## src/rtl/uart_rx_deserializer_if.sv

```systemverilog
// Bus between the UART receive path and its surroundings: the serial line,
// frame configuration, received word and frame-end status strobes.
interface uart_rx_deserializer_if #(
    parameter int P_Width = 8
);
    logic               RX_IN;
    logic [5:0]         Prescale;
    logic               PAR_EN;
    logic               PAR_TYP;
    logic [P_Width-1:0] P_DATA;
    logic               DATA_VALID;
    logic               PAR_ERR;
    logic               STP_ERR;

    // Side that drives the line and configuration and consumes received words
    modport master (
        output RX_IN, Prescale, PAR_EN, PAR_TYP,
        input  P_DATA, DATA_VALID, PAR_ERR, STP_ERR
    );

    // The receiver itself
    modport slave (
        input  RX_IN, Prescale, PAR_EN, PAR_TYP,
        output P_DATA, DATA_VALID, PAR_ERR, STP_ERR
    );
endinterface

```

## src/rtl/uart_rx_deserializer.sv

```systemverilog
// UART receive deserializer: oversamples RX_IN, qualifies the start bit,
// shifts in P_Width data bits LSB first, optionally checks parity, checks the
// stop bit and reports the frame with a one-cycle DATA_VALID or error pulse.
// Optional build macro UART_RX_SYNC_EN adds a 2-flop input synchronizer
// (reset value 1), which delays every frame event by 2 cycles.
module uart_rx_deserializer #(
    parameter int P_Width = 8
) (
    input  logic                  CLK,
    input  logic                  RST,
    uart_rx_deserializer_if.slave bus
);

    localparam int BW = (P_Width > 1) ? $clog2(P_Width) : 1;

    typedef enum logic [2:0] {
        IDLE,
        START,
        DATA,
        PARITY,
        STOP
    } state_t;

    state_t             state_q;
    logic [5:0]         edge_q;
    logic [BW-1:0]      bit_q;
    logic [5:0]         n_q;
    logic               par_en_q;
    logic               par_typ_q;
    logic               par_flag_q;
    logic [P_Width-1:0] shreg_q;
    logic [2:0]         smp_q;
    logic [P_Width-1:0] p_data_q;
    logic               dv_q;
    logic               pe_q;
    logic               se_q;

    logic               rx;
    logic [5:0]         n_sel;
    logic [5:0]         half;
    logic [5:0]         edge_d;
    logic               at_s0;
    logic               at_s1;
    logic               at_s2;
    logic               at_dec;
    logic               at_last;
    logic               maj;
    logic               par_exp;

`ifdef UART_RX_SYNC_EN
    logic [1:0] sync_q;

    // Two-stage synchronizer, idles high so reset does not fake a start bit
    always_ff @(posedge CLK or posedge RST) begin
        if (RST) begin
            sync_q <= '1;
        end else begin
            sync_q <= {sync_q[0], bus.RX_IN};
        end
    end

    assign rx = sync_q[1];
`else
    assign rx = bus.RX_IN;
`endif

    // Decode the configured oversampling ratio; anything not 16 or 32 runs at 8
    always_comb begin
        unique case (bus.Prescale)
            6'd16:   n_sel = 6'd16;
            6'd32:   n_sel = 6'd32;
            default: n_sel = 6'd8;
        endcase
    end

    // Bit-period positions: three samples around the middle, decision after them
    always_comb begin
        half    = {1'b0, n_q[5:1]};
        edge_d  = edge_q + 6'd1;
        at_s0   = (edge_q == half - 6'd1);
        at_s1   = (edge_q == half);
        at_s2   = (edge_q == half + 6'd1);
        at_dec  = (edge_q == half + 6'd2);
        at_last = (edge_q == n_q - 6'd1);
        maj     = (smp_q[0] & smp_q[1]) | (smp_q[0] & smp_q[2]) | (smp_q[1] & smp_q[2]);
        par_exp = par_typ_q ? ~^shreg_q : ^shreg_q;
    end

    // Capture the three mid-bit samples of the current bit period
    always_ff @(posedge CLK or posedge RST) begin
        if (RST) begin
            smp_q <= '0;
        end else if (state_q != IDLE) begin
            if (at_s0) smp_q[0] <= rx;
            if (at_s1) smp_q[1] <= rx;
            if (at_s2) smp_q[2] <= rx;
        end
    end

    // Frame FSM with counters, data shift register and registered outputs
    always_ff @(posedge CLK or posedge RST) begin
        if (RST) begin
            state_q    <= IDLE;
            edge_q     <= '0;
            bit_q      <= '0;
            n_q        <= 6'd8;
            par_en_q   <= 1'b0;
            par_typ_q  <= 1'b0;
            par_flag_q <= 1'b0;
            shreg_q    <= '0;
            p_data_q   <= '0;
            dv_q       <= 1'b0;
            pe_q       <= 1'b0;
            se_q       <= 1'b0;
        end else begin
            dv_q   <= 1'b0;
            pe_q   <= 1'b0;
            se_q   <= 1'b0;
            edge_q <= edge_d;
            unique case (state_q)
                IDLE: begin
                    edge_q <= '0;
                    if (!rx) begin
                        // The detecting cycle itself is edge 0 of the start bit
                        state_q    <= START;
                        edge_q     <= 6'd1;
                        bit_q      <= '0;
                        n_q        <= n_sel;
                        par_en_q   <= bus.PAR_EN;
                        par_typ_q  <= bus.PAR_TYP;
                        par_flag_q <= 1'b0;
                    end
                end
                START: begin
                    if (at_dec && maj) begin
                        state_q <= IDLE;
                        edge_q  <= '0;
                    end else if (at_last) begin
                        state_q <= DATA;
                        edge_q  <= '0;
                    end
                end
                DATA: begin
                    if (at_dec) begin
                        shreg_q <= {maj, shreg_q[P_Width-1:1]};
                    end
                    if (at_last) begin
                        edge_q <= '0;
                        if (bit_q == BW'(P_Width - 1)) begin
                            bit_q   <= '0;
                            state_q <= par_en_q ? PARITY : STOP;
                        end else begin
                            bit_q <= bit_q + BW'(1);
                        end
                    end
                end
                PARITY: begin
                    if (at_dec) begin
                        par_flag_q <= maj ^ par_exp;
                    end
                    if (at_last) begin
                        state_q <= STOP;
                        edge_q  <= '0;
                    end
                end
                STOP: begin
                    if (at_last) begin
                        state_q <= IDLE;
                        edge_q  <= '0;
                        if (maj && !par_flag_q) begin
                            dv_q     <= 1'b1;
                            p_data_q <= shreg_q;
                        end else begin
                            pe_q <= par_flag_q;
                            se_q <= ~maj;
                        end
                    end
                end
                default: begin
                    state_q <= IDLE;
                    edge_q  <= '0;
                end
            endcase
        end
    end

    assign bus.P_DATA     = p_data_q;
    assign bus.DATA_VALID = dv_q;
    assign bus.PAR_ERR    = pe_q;
    assign bus.STP_ERR    = se_q;

    // A frame ends either good or flagged, never both
    a_excl_flags: assert property (@(posedge CLK) disable iff (RST)
        !(dv_q && (pe_q || se_q)));

endmodule

```

## src/flat_wrapper.sv

```systemverilog
// flat-port wrapper written by rule: the top's interface ports become plain ports
module uart_rx_deserializer_flat 
#(
    parameter int P_Width = 8
)
  (CLK, RST, bus_RX_IN, bus_Prescale, bus_PAR_EN, bus_PAR_TYP, bus_P_DATA, bus_DATA_VALID, bus_PAR_ERR, bus_STP_ERR);
  uart_rx_deserializer_if #(.P_Width(P_Width)) bus_i ();
  input  logic CLK;
  input  logic RST;
  input wire logic [$bits(bus_i.RX_IN)-1:0] bus_RX_IN;
  input wire logic [$bits(bus_i.Prescale)-1:0] bus_Prescale;
  input wire logic [$bits(bus_i.PAR_EN)-1:0] bus_PAR_EN;
  input wire logic [$bits(bus_i.PAR_TYP)-1:0] bus_PAR_TYP;
  output wire logic [$bits(bus_i.P_DATA)-1:0] bus_P_DATA;
  output wire logic [$bits(bus_i.DATA_VALID)-1:0] bus_DATA_VALID;
  output wire logic [$bits(bus_i.PAR_ERR)-1:0] bus_PAR_ERR;
  output wire logic [$bits(bus_i.STP_ERR)-1:0] bus_STP_ERR;
  assign bus_i.RX_IN = bus_RX_IN;
  assign bus_i.Prescale = bus_Prescale;
  assign bus_i.PAR_EN = bus_PAR_EN;
  assign bus_i.PAR_TYP = bus_PAR_TYP;
  assign bus_P_DATA = bus_i.P_DATA;
  assign bus_DATA_VALID = bus_i.DATA_VALID;
  assign bus_PAR_ERR = bus_i.PAR_ERR;
  assign bus_STP_ERR = bus_i.STP_ERR;
  uart_rx_deserializer #(.P_Width(P_Width)) u_core (.CLK(CLK), .RST(RST), .bus(bus_i));
endmodule
```

## config.mk

```make
export PLATFORM = sky130hd
export DESIGN_NAME = uart_rx_deserializer_flat
export DESIGN_NICKNAME = d
export VERILOG_FILES = /design/src/rtl/uart_rx_deserializer_if.sv /design/src/rtl/uart_rx_deserializer.sv /design/src/flat_wrapper.sv
export SDC_FILE = /design/constraint.sdc
export NUM_CORES = 1
export LEC_CHECK = 0
export ABC_CLOCK_PERIOD_IN_PS = 5020
export CELL_PAD_IN_SITES_DETAIL_PLACEMENT = 0
export CELL_PAD_IN_SITES_GLOBAL_PLACEMENT = 1
export CORE_MARGIN = 8
export CORE_UTILIZATION = 35
export CTS_CLUSTER_SIZE = 25
export DETAILED_ROUTE_END_ITERATION = 10
export DONT_BUFFER_PORTS = 1
export PLACE_DENSITY_LB_ADDON = 0.1
export SLEW_MARGIN = 10
export SYNTH_ARGS = -nofsm -noshare
export SYNTH_HDL_FRONTEND = slang
export SYNTH_SLANG_ARGS = --single-unit
export TNS_END_PERCENT = 10
```

## constraint.sdc

```tcl
create_clock -name CLK -period 5.02 [get_ports CLK]
set_input_delay 1.255 -clock CLK [delete_from_list [all_inputs] [get_ports CLK]]
set_output_delay 1.255 -clock CLK [all_outputs]
set_load 0.005 [all_outputs]
```

== Word-level counts from Yosys, hierarchy flattened ==
Cells that the tools add are included.
Widths: inputs -> output; s select.

* Add/subtract/negate cells: 6
* Equal/unequal tests: 19
* Mux-type cells: 31
* Bitwise gates (word level): 8
* Reduce and logical (&&, ||, !) cells: 19

{| class="wikitable"
|+ Operators with widths
! operator !! number
|-
| $mux 3 || 11
|-
| $eq 6x6->1 || 4
|-
| $pmux 6 s3 || 1
|-
| $pmux 3 s5 || 1
|-
| $mux 1 || 13
|-
| $mux 6 || 2
|-
| $pmux 6 s2 || 1
|-
| $ne 2x1->1 const B || 5
|-
| $reduce_and 2->1 || 5
|-
| $reduce_and 3->1 || 3
|-
| $reduce_xnor 8->1 || 1
|-
| $reduce_xor 8->1 || 1
|-
| $add 5x1->6 const B || 1
|-
| $add 5x2->6 const B || 1
|-
| $add 6x1->6 const B || 1
|-
| $eq 3x2->1 const B || 2
|-
| $eq 3x3->1 const B || 2
|-
| $eq 6x5->1 || 1
|-
| $eq 6x5->1 const B || 1
|-
| $eq 6x6->1 const B || 1
|-
| $pmux 3 s2 || 1
|-
| $reduce_and 6->1 || 1
|-
| $sub 5x1->6 const B || 1
|-
| $sub 6x1->6 const B || 1
|-
| other kinds (15) || 21
|}

* Register bits: 43
* Bits of input ports: 11
* Logic and storage cells: 98

== Longest topological paths before layout ==
Gate-level depths: netlist of the first run.

* Depth in word-level cells: 7
* Gate-level depth with buffers: 7

== Worst setup path before layout of the first run ==
No wires, ideal clock.

* Kind: input port to flip-flop
* From: in bus_Prescale[3]
* To: reg u_core.n_q[4]
* Library setup time: 0.095 ns
* Arrival time: 2.026 ns
* Data required time: 4.925 ns
* Setup slack: 2.898 ns
* Cell stages on the path: 2
* Path buffers: 0
* Cells stage by stage: or4_1 -> o31ai_1

* Cells in the longest elaborated chain, start to end: 2
* Elaborated cells on any way between the ends: 3
* Those cells by class: 2 x eq/ne; 1 x mux

{| class="wikitable"
|+ RTL lines
! element !! line !! text
|-
| start: declaration || flat_wrapper.sv:11 || <nowiki>input wire logic [$bits(bus_i.Prescale)-1:0] bus_Prescale;</nowiki>
|-
| $eq 6x6->1 / $eq 6x5->1 (equally long branches) || uart_rx_deserializer.sv:69 || <nowiki>unique case (bus.Prescale)</nowiki>
|-
| $pmux 6 s2 (*) || uart_rx_deserializer.sv:69 ||
|-
| end signal: assignment || uart_rx_deserializer.sv:128 || <nowiki>n_q <= n_sel;</nowiki>
|-
| end: declaration || uart_rx_deserializer.sv:27 || <nowiki>logic [5:0] n_q;</nowiki>
|}

Every way passes the cells marked *; elsewhere a longest branch is shown, timed or not.
A chain may end at the register's enable or synchronous reset.

== Worst setup path after layout of the first run ==
* From: reg u_core.n_q[3]
* To: reg u_core.smp_q[0]

* Cells in the longest elaborated chain, start to end: 3

{| class="wikitable"
|+ RTL lines
! element !! line !! text
|-
| $sub 5x1->6 || uart_rx_deserializer.sv:80 || <nowiki>at_s0 = (edge_q == half - 6'd1);</nowiki>
|-
| $eq 6x6->1 || uart_rx_deserializer.sv:80 ||
|-
| $reduce_and 2->1 (no line) || n/a ||
|-
| end signal: assignment || uart_rx_deserializer.sv:94 || <nowiki>if (at_s0) smp_q[0] <= rx;</nowiki>
|-
| end: declaration || uart_rx_deserializer.sv:32 || <nowiki>logic [2:0] smp_q;</nowiki>
|}

Every way passes these cells.

==> results.yml, run 1 <==
min_path:
  hold_path.class: "reg2reg"
floorplanning:
  ioPinCount: 22
  dieArea_sq_um: 8720
  coreArea_sq_um: 5851
  placement_rows: 28
  start_util: 0.3582
  dieWidth_um: 93.38
  die_h_um: 93.38
grt:
  grt_pass1_wl_um: 6624
  antenna_found_initial: 0
  grt_pass1_vias: 1357
  overflow: 0
  grt_usage: 0.09711
  grt_start_max_net_pins: 41
placed_design:
  dp_hpwl_um: 2846
  io_buffers: 0
  place_area_sq_um: 2163
  place_congestion: 0.8268
  placedCellCount: 251
layout:
  nets: 201
  final_cell_mix: "39 x dfrtp_1, 13 x xnor2_1, 13 x nand2_1"
  final_common_cell: "dfrtp_1"
  multi_input_area_sq_um: 1022
  final-seq-area_sq_um: 1002
  instances_no_fill: 258
  fillers: 579
  n_antenna_cell: 0
  synthToLayoutAreaGrowth_pct: 7.104
  drive_above_1_share: 0.1475
  final_area_sq_um: 2245
sta:
  finalSetupTns_ns: 0
  layout_min_cycle_time_ns: 2.308
  fin_crit_sh: 0.4598
  worstMarginPinSlew_ns: 0.5078
  hold_viol_final: 0
  fmax_mhz: 433.3
  setup_viol: 0
  slew_violations: 0
  rsz0062_at_grt: "no"
  skew_ns: 0.006468
  slew_headroom: 0.6614
clocking:
  clk_path_buf_depth: 2
  cts_hold_buf: 0
  post_cts_buffers: 0
  path_clk_slew_ns: 0.07
  cts_tree: "yes"
  clk_latency_ns: 0.28
  cts_sinks: 40
  htree_levels: 2
  cts_resized: 0
  root_buffer: "clkbuf_8"
  cts_made_buffers: 5
detailed_routing:
  vias: 1250
  dr.pass1.iters: 4
  dr_wl_met2_um: 1746
  drt_wl_total_um: 3846
  drt-met1-wl_um: 1849
  highest_layer: "met4"
  drt.antenna.violating_nets: 0
  wl_met3_um: 219
  vias_per_cell: 4.845
  wl_per_cell_um: 14.91
  drtIter0Drc: 34
  drc: 0
synth:
  avgSynthCellArea_sq_um: 11.58
  synth_top_area_share: 0.4657
  yosysSeqAreaShare: 0.4782
  synthArstFlopShare: 1.000
  ys_ff_latch: 40
  yosysTopAreaCell: "dfrtp_1"
  yosysWarnings: 0
  synth_nets: 199
  synth_edf_count: 0
  yosys-top-cells-area: "dfrtp_1 47%, mux2_4 5.7%, xnor2_1 5.4%"
  synthCells: 181
  synth.distinct_cells: 40
  synth_flop_cell: "dfrtp_1"
  netlist_area_sq_um: 2096
power:
  p_leak_uw: 0.001080
  ir_worst_vdd_mv: 0.1405
  powerDensity_nw_per_um2: 463.7
critical_path:
  end_kind: "flip-flop"
  start_kind: "flip-flop"
  worstPathRequired_ns: 5.19
  critPathMaxFanout: 6
  critPathArrivalTime_ns: 2.47
  crit_type: "reg2reg"
job:
  cap_viol_max_count: 0
run_status:
  status: "complete, no violations"
per-stage QoR:
step | setup WS, ns | hold WS [ns] | utilization | total power [uW]
after detailed placement | 2.739 | 0.4805 | 0.3698 | 850.3
after floorplan | 2.849 | 0.4606 | - | 769.9
final | 2.712 | 0.4923 | 0.3837 | 1041
after CTS | 2.726 | 0.4962 | 0.3837 | 1060
after global routing | 2.642 | 0.5252 | 0.3837 | 1135
after global placement | 2.802 | 0.4715 | 0.3698 | 842.5
cell type report:
| class | count | share of cell area |
|---|---|---|
| Clock buffer | 5 | 0.03066 |
| Clock inverter | 2 | 0.005574 |
| Inverter | 10 | 0.01672 |
| Multi-Input combinational cell | 125 | 0.4554 |
| Sequential cell | 40 | 0.4465 |
| Tap cell | 75 | 0.04181 |
| Timing Repair Buffer | 1 | 0.003344 |
synthesized netlist by cell type, drive strengths merged, types with 2 or more instances:
library cell  number
a211o              2
buf                4
a21oi              3
inv               10
a22oi              3
nor2              13
nor3               5
nand2             13
clkbuf             2
xnor2             13
dfrtp             39
nand3              3
xor2               7
ha                 7
nand4              3
o31ai              2
o21ai             12
and3               2
nand2b             4
mux2              21
registers in the layout, summed over array words and instances, names as in the netlist:
| name | flops |
|---|---|
| u_core.shreg_q | 8 |
| u_core.par_en_q | 1 |
| u_core.bus.P_DATA | 8 |
| u_core.bit_q | 3 |
| u_core.par_flag_q | 1 |
| u_core.bus.STP_ERR | 1 |
| u_core.n_q | 3 |
| u_core.state_q | 3 |
| u_core.smp_q | 3 |
| u_core.par_typ_q | 1 |
| u_core.bus.PAR_ERR | 1 |
| u_core.edge_q | 6 |
| u_core.bus.DATA_VALID | 1 |
cell families (layout without fill, tap and decap cells):
logic type	count (synthesis)	count (layout)	synth area share
compound gates	24	24	0.07283
xor+xnor	21	21	0.09492
fa+ha+maj	8	8	0.04657
buf+inv	16	18	0.03403
flops	40	40	0.4782
mux	22	22	0.1319
simple gates	50	50	0.1415
layer usage:
| layer | vias to the layer above | global-route usage |
|---|---|---|
| li1 | 624 | - |
| met1 | 602 | 0.1205 |
| met2 | 22 | 0.1492 |
| met3 | 2 | 0.03446 |
| met4 | 0 | 0.04027 |
| met5 | - | 0 |
path summary, 6_finish.rpt:
| check | startpoint | endpoint | slack (ns) | depth (start not counted) |
|---|---|---|---|---|
| setup / recovery | u_core.n_q[3] | u_core.smp_q[0] | 2.71 | 7 |
| hold / removal | u_core.smp_q[0] | u_core.smp_q[0] | 0.49 | 1 |
| setup reg to reg | u_core.n_q[3] | u_core.smp_q[0] | 2.71 | 7 |
| hold reg to reg | u_core.smp_q[0] | u_core.smp_q[0] | 0.49 | 1 |
| max in group asynchronous | RST | u_core.n_q[3] | 3.68 | 2 |
| min in group asynchronous | RST | u_core.par_typ_q | 0.98 | 2 |
worst max-delay path, stage by stage (launching register included):
cell and delay [ns]:
dfstp_2 0.60, inv_1 0.06, ha_1 0.24, xor2_1 0.19, nor4b_1 0.28, a31oi_1 0.08
nor4_1 0.38, mux2_1 0.36
power by group:
part           leakage (uW)  switching [uW]  total (uW)  internal, uW
clock             0.0000400             106         200          94.0
combinational      0.000505             206         376           170
sequential         0.000535            71.7         465           393
total               0.00108             384        1040           657
Note: power is estimated with default switching activity, not from simulation.
==> run 2: changes to the inputs <==
- ABC_CLOCK_PERIOD_IN_PS: 5020 -> 2400
- clock period: 5.02 -> 2.4 ns (I/O delays scaled with it)
==> results.yml, run 2 (synthesized netlist as in run 1, its figures left out) <==
detailed_routing:
  vias_per_cell: 4.954
  drtIter0Drc: 38
  drt.antenna.violating_nets: 0
  vias: 1283
  drc: 0
  drt_wl_total_um: 3913
  dr.pass1.iters: 6
  wl_per_cell_um: 15.11
clocking:
  cts_hold_buf: 0
  cts_made_buffers: 5
  post_cts_buffers: 0
  path_clk_slew_ns: 0.08
  cts_resized: 0
  clk_path_buf_depth: 2
  htree_levels: 2
  root_buffer: "clkbuf_8"
  clk_latency_ns: 0.29
  cts_tree: "yes"
  cts_sinks: 40
critical_path:
  crit_chain: "inv_1 -> ha_1 -> xor2_1 -> nor4b_1 -> a31oi_1 -> nor4_1 -> mux2_1"
  slowest_stage: "dfstp_2"
  critPathArrivalTime_ns: 2.36
  reg2regPathDepth: 7
  start_kind: "flip-flop"
  end_kind: "flip-flop"
  critPathTopFamily: "flip-flops"
  worstPathRequired_ns: 2.57
  r2r-start: "u_core.n_q[3]"
  crit_type: "reg2reg"
  critPathMaxFanout: 6
  rrSetupSlack_ns: 0.21
  r2r_end: "u_core.smp_q[0]"
  cp_num_buf_inv: 1
  cpPeakStageDelay_ns: 0.60
sta:
  slew_headroom: 0.6648
  slew_violations: 0
  setup_viol: 0
  skew_ns: 0.005339
  fin_crit_sh: 0.9110
  hold_viol_final: 0
  finalSetupTns_ns: 0
  fmax_mhz: 457.4
  worstMarginPinSlew_ns: 0.5028
  rsz0062_at_grt: "no"
  hold_slack_ns: 0.3228
  layout_min_cycle_time_ns: 2.186
placed_design:
  dp_hpwl_um: 2929
  io_buffers: 0
  place_congestion: 0.8087
power:
  total_power_uw: 2384
  p_seq_frac: 0.410
  powerDensity_nw_per_um2: 1037
  p_leak_uw: 0.001109
  p_int_uw: 1588
  comb_power_share: 0.326
  swShare: 0.3339
  power.net_switching_uw: 795.8
  p_clk_frac: 0.264
  ir_worst_vdd_mv: 0.4007
floorplanning:
  coreArea_sq_um: 5851
  die_h_um: 93.38
  dieWidth_um: 93.38
  start_util: 0.3582
  ioPinCount: 22
  placement_rows: 28
  dieArea_sq_um: 8720
layout:
  fillers: 530
  final_cell_mix: "39 x dfrtp_1, 13 x xnor2_1, 13 x nand2_1"
  drive_above_1_share: 0.1522
  synthToLayoutAreaGrowth_pct: 9.732
  final_common_cell: "dfrtp_1"
  n_antenna_cell: 0
  nets: 202
grt:
  grt_start_max_net_pins: 41
  overflow: 0
  grt_pass1_wl_um: 6789
  antenna_found_initial: 0
  grt_usage: 0.09858
  grt_pass1_vias: 1378
run_status:
  status: "complete, no violations"
job:
  cap_viol_max_count: 0
min_path:
  hold_path.class: "in2async"
run 2: how the worst max path moves through the flow:
stage                       start              endpoint  slack, ns  depth (start not counted)
detailed placement  u_core.n_q[3]       u_core.smp_q[0]       0.25                          7
floorplan           u_core.n_q[3]  u_core.bus.P_DATA[0]       0.40                          6
CTS                 u_core.n_q[3]       u_core.smp_q[0]       0.22                          7
finish              u_core.n_q[3]       u_core.smp_q[0]       0.21                          7
global route        u_core.n_q[3]       u_core.smp_q[0]        0.1                          7
global placement    u_core.n_q[3]       u_core.smp_q[0]       0.35                          7
run 2: layout make-up:
cell class	instances	area [sq um]	area share
Multi-Input combinational cell	125	1022	0.4445
Clock buffer	5	68.82	0.02992
Inverter	10	37.54	0.01632
Tap cell	75	93.84	0.04081
Timing Repair Buffer	2	15.01	0.006529
Clock inverter	2	60.06	0.02612
Sequential cell	40	1002	0.4358
run 2: layer usage:
metal  global-route usage  wire length, um  up-vias
met2               0.1539             1877       32
met5                    0                0        -
met4              0.04430               68        0
met3              0.03526              269        6
met1               0.1189             1698      620
li1                     -                -      625
run 2: metrics by stage:
step / setup WS [ns] / utilization / instance area, sq um / std cells
3_5_place_dp: 0.2518 / 0.3710 / 2171 / 252
6_report: 0.2136 / 0.3931 / 2300 / 259
3_3_place_gp: 0.3490 / 0.3710 / 2171 / 252
4_1_cts: 0.2219 / 0.3931 / 2300 / 259
5_1_grt: 0.09623 / 0.3931 / 2300 / 259
2_1_floorplan: 0.3985 / - / 2096 / 181
run 2: worst register-to-register path, cell delays in order, from the launching register on:
cell and delay, ns:
dfstp_2 0.60, inv_1 0.06, ha_1 0.23, xor2_1 0.19, nor4b_1 0.27, a31oi_1 0.07, nor4_1 0.30, mux2_1 0.35
run 2: power by group through the flow:
stage,logic (uW),registers (uW),clock network (uW)
final,776,977,630
after detailed placement,792,992,0
after CTS,797,979,654
after global routing,885,1000,685
after floorplan,691,919,0
after global placement,768,978,0
==> run 3: changes to the inputs <==
- CORE_ASPECT_RATIO: default -> 1.5
- CORE_MARGIN: 8 -> 2
==> results.yml, run 3 (synthesized netlist as in run 1, its figures left out) <==
critical_path:
  cp-startpoint: "u_core.n_q[3]"
  worstPathRequired_ns: 2.58
  r2r-start: "u_core.n_q[3]"
  start_kind: "flip-flop"
  critPathMaxFanout: 6
  endpoint: "u_core.smp_q[0]"
  rrSetupSlack_ns: 0.22
  r2r_end: "u_core.smp_q[0]"
  crit_type: "reg2reg"
  reg2regPathDepth: 7
  end_kind: "flip-flop"
  critPathArrivalTime_ns: 2.36
floorplanning:
  dieArea_sq_um: 6635
  start_util: 0.3622
  coreArea_sq_um: 5786
  ioPinCount: 22
  placement_rows: 34
  dieWidth_um: 67.18
  die_h_um: 98.77
sta:
  finalSetupTns_ns: 0
  layout_min_cycle_time_ns: 2.183
  skew_ns: 0.01136
  setup_viol: 0
  worstMarginPinSlew_ns: 0.4989
  rsz0062_at_grt: "no"
  slew_violations: 0
  fin_crit_sh: 0.9097
  fmax_mhz: 458.0
  slew_headroom: 0.6674
  hold_viol_final: 0
layout:
  nets: 202
  n_antenna_cell: 0
  utilization: 0.3955
  multi_input_area_sq_um: 1022
  drive_above_1_share: 0.1568
  final-seq-area_sq_um: 1002
  synthToLayoutAreaGrowth_pct: 9.194
  final_common_cell: "dfrtp_1"
  instances_no_fill: 257
  fillers: 591
  final_cell_mix: "39 x dfrtp_1, 13 x xnor2_1, 13 x nand2_1"
power:
  swShare: 0.3520
  powerDensity_nw_per_um2: 1024
  p_seq_frac: 0.417
  p_clk_frac: 0.247
  p_leak_uw: 0.001106
  power.net_switching_uw: 824.7
  ir_worst_vdd_mv: 0.3767
  comb_power_share: 0.335
  p_int_uw: 1518
clocking:
  post_cts_buffers: 0
  root_buffer: "clkbuf_8"
  cts_sinks: 40
  path_clk_slew_ns: 0.08
  cts_hold_buf: 0
  clk_latency_ns: 0.29
  cts_made_buffers: 5
  htree_levels: 2
  clk_path_buf_depth: 2
  cts_tree: "yes"
  cts_resized: 0
detailed_routing:
  vias_per_cell: 5.136
  vias: 1320
  drt_wl_total_um: 3927
  drtIter0Drc: 51
  drc: 0
  drt.antenna.violating_nets: 0
  wl_per_cell_um: 15.28
  dr.pass1.iters: 4
placed_design:
  dp_hpwl_um: 2813
  place_congestion: 0.7934
  io_buffers: 0
  placedCellCount: 249
grt:
  antenna_found_initial: 0
  grt_pass1_vias: 1369
  grt_usage: 0.1345
  grt_start_max_net_pins: 37
  overflow: 0
  grt_pass1_wl_um: 6679
run_status:
  status: "complete, no violations"
min_path:
  hold_path.class: "in2async"
job:
  cap_viol_max_count: 0
## run 3: stage by stage
| step | total power, uW | cell area [sq um] | hold WS (ns) | setup WS, ns |
|---|---|---|---|---|
| after CTS | 2377 | 2288 | 0.06533 | 0.2647 |
| after global placement | 1752 | 2167 | 0.3855 | 0.3352 |
| after detailed placement | 1783 | 2167 | 0.3923 | 0.2712 |
| after global routing | 2538 | 2288 | 0.06818 | 0.1060 |
| final | 2343 | 2288 | 0.07180 | 0.2167 |
| after floorplan | 1610 | 2096 | 0.4606 | 0.3985 |
## run 3: area by class of cell
class                   instances  area share
repair buffers                  2    0.006561
well taps                      72     0.03937
inverters                      10     0.01640
multi-input cells             125      0.4467
clock inverters                 2     0.01695
flip-flops and latches         40      0.4379
clock buffers                   6     0.03609
## run 3: critical path: stages (launching register included)
cell     delay [ns]
dfstp_2        0.59
inv_1          0.06
ha_1           0.23
xor2_1         0.18
nor4b_1        0.29
a31oi_1        0.07
nor4_1         0.29
mux2_1         0.35
## run 3: routing by layer
metal  GRT usage  share of wire
met3     0.03653          0.041
met2      0.2254           0.52
met5           0              0
met1      0.1583           0.42
met4     0.05651          0.020
## run 3: worst min path at each step
stage / depth (start not counted) / slack (ns) / end
global placement: 1 / 0.39 / u_core.bus.STP_ERR
floorplan: 1 / 0.46 / u_core.smp_q[0]
finish: 1 / 0.07 / u_core.bit_q[0]
global route: 1 / 0.07 / u_core.bus.STP_ERR
detailed placement: 1 / 0.39 / u_core.bus.STP_ERR
CTS: 1 / 0.07 / u_core.bit_q[0]
## run 3: power by group through the flow
stage          Sequential, uW  Combinational, uW  Clock, uW
2_1_floorplan             919                691          0
3_3_place_gp              980                772          0
3_5_place_dp              992                791          0
4_1_cts                   977                798        602
5_1_grt                  1000                901        633
6_report                  978                786        579
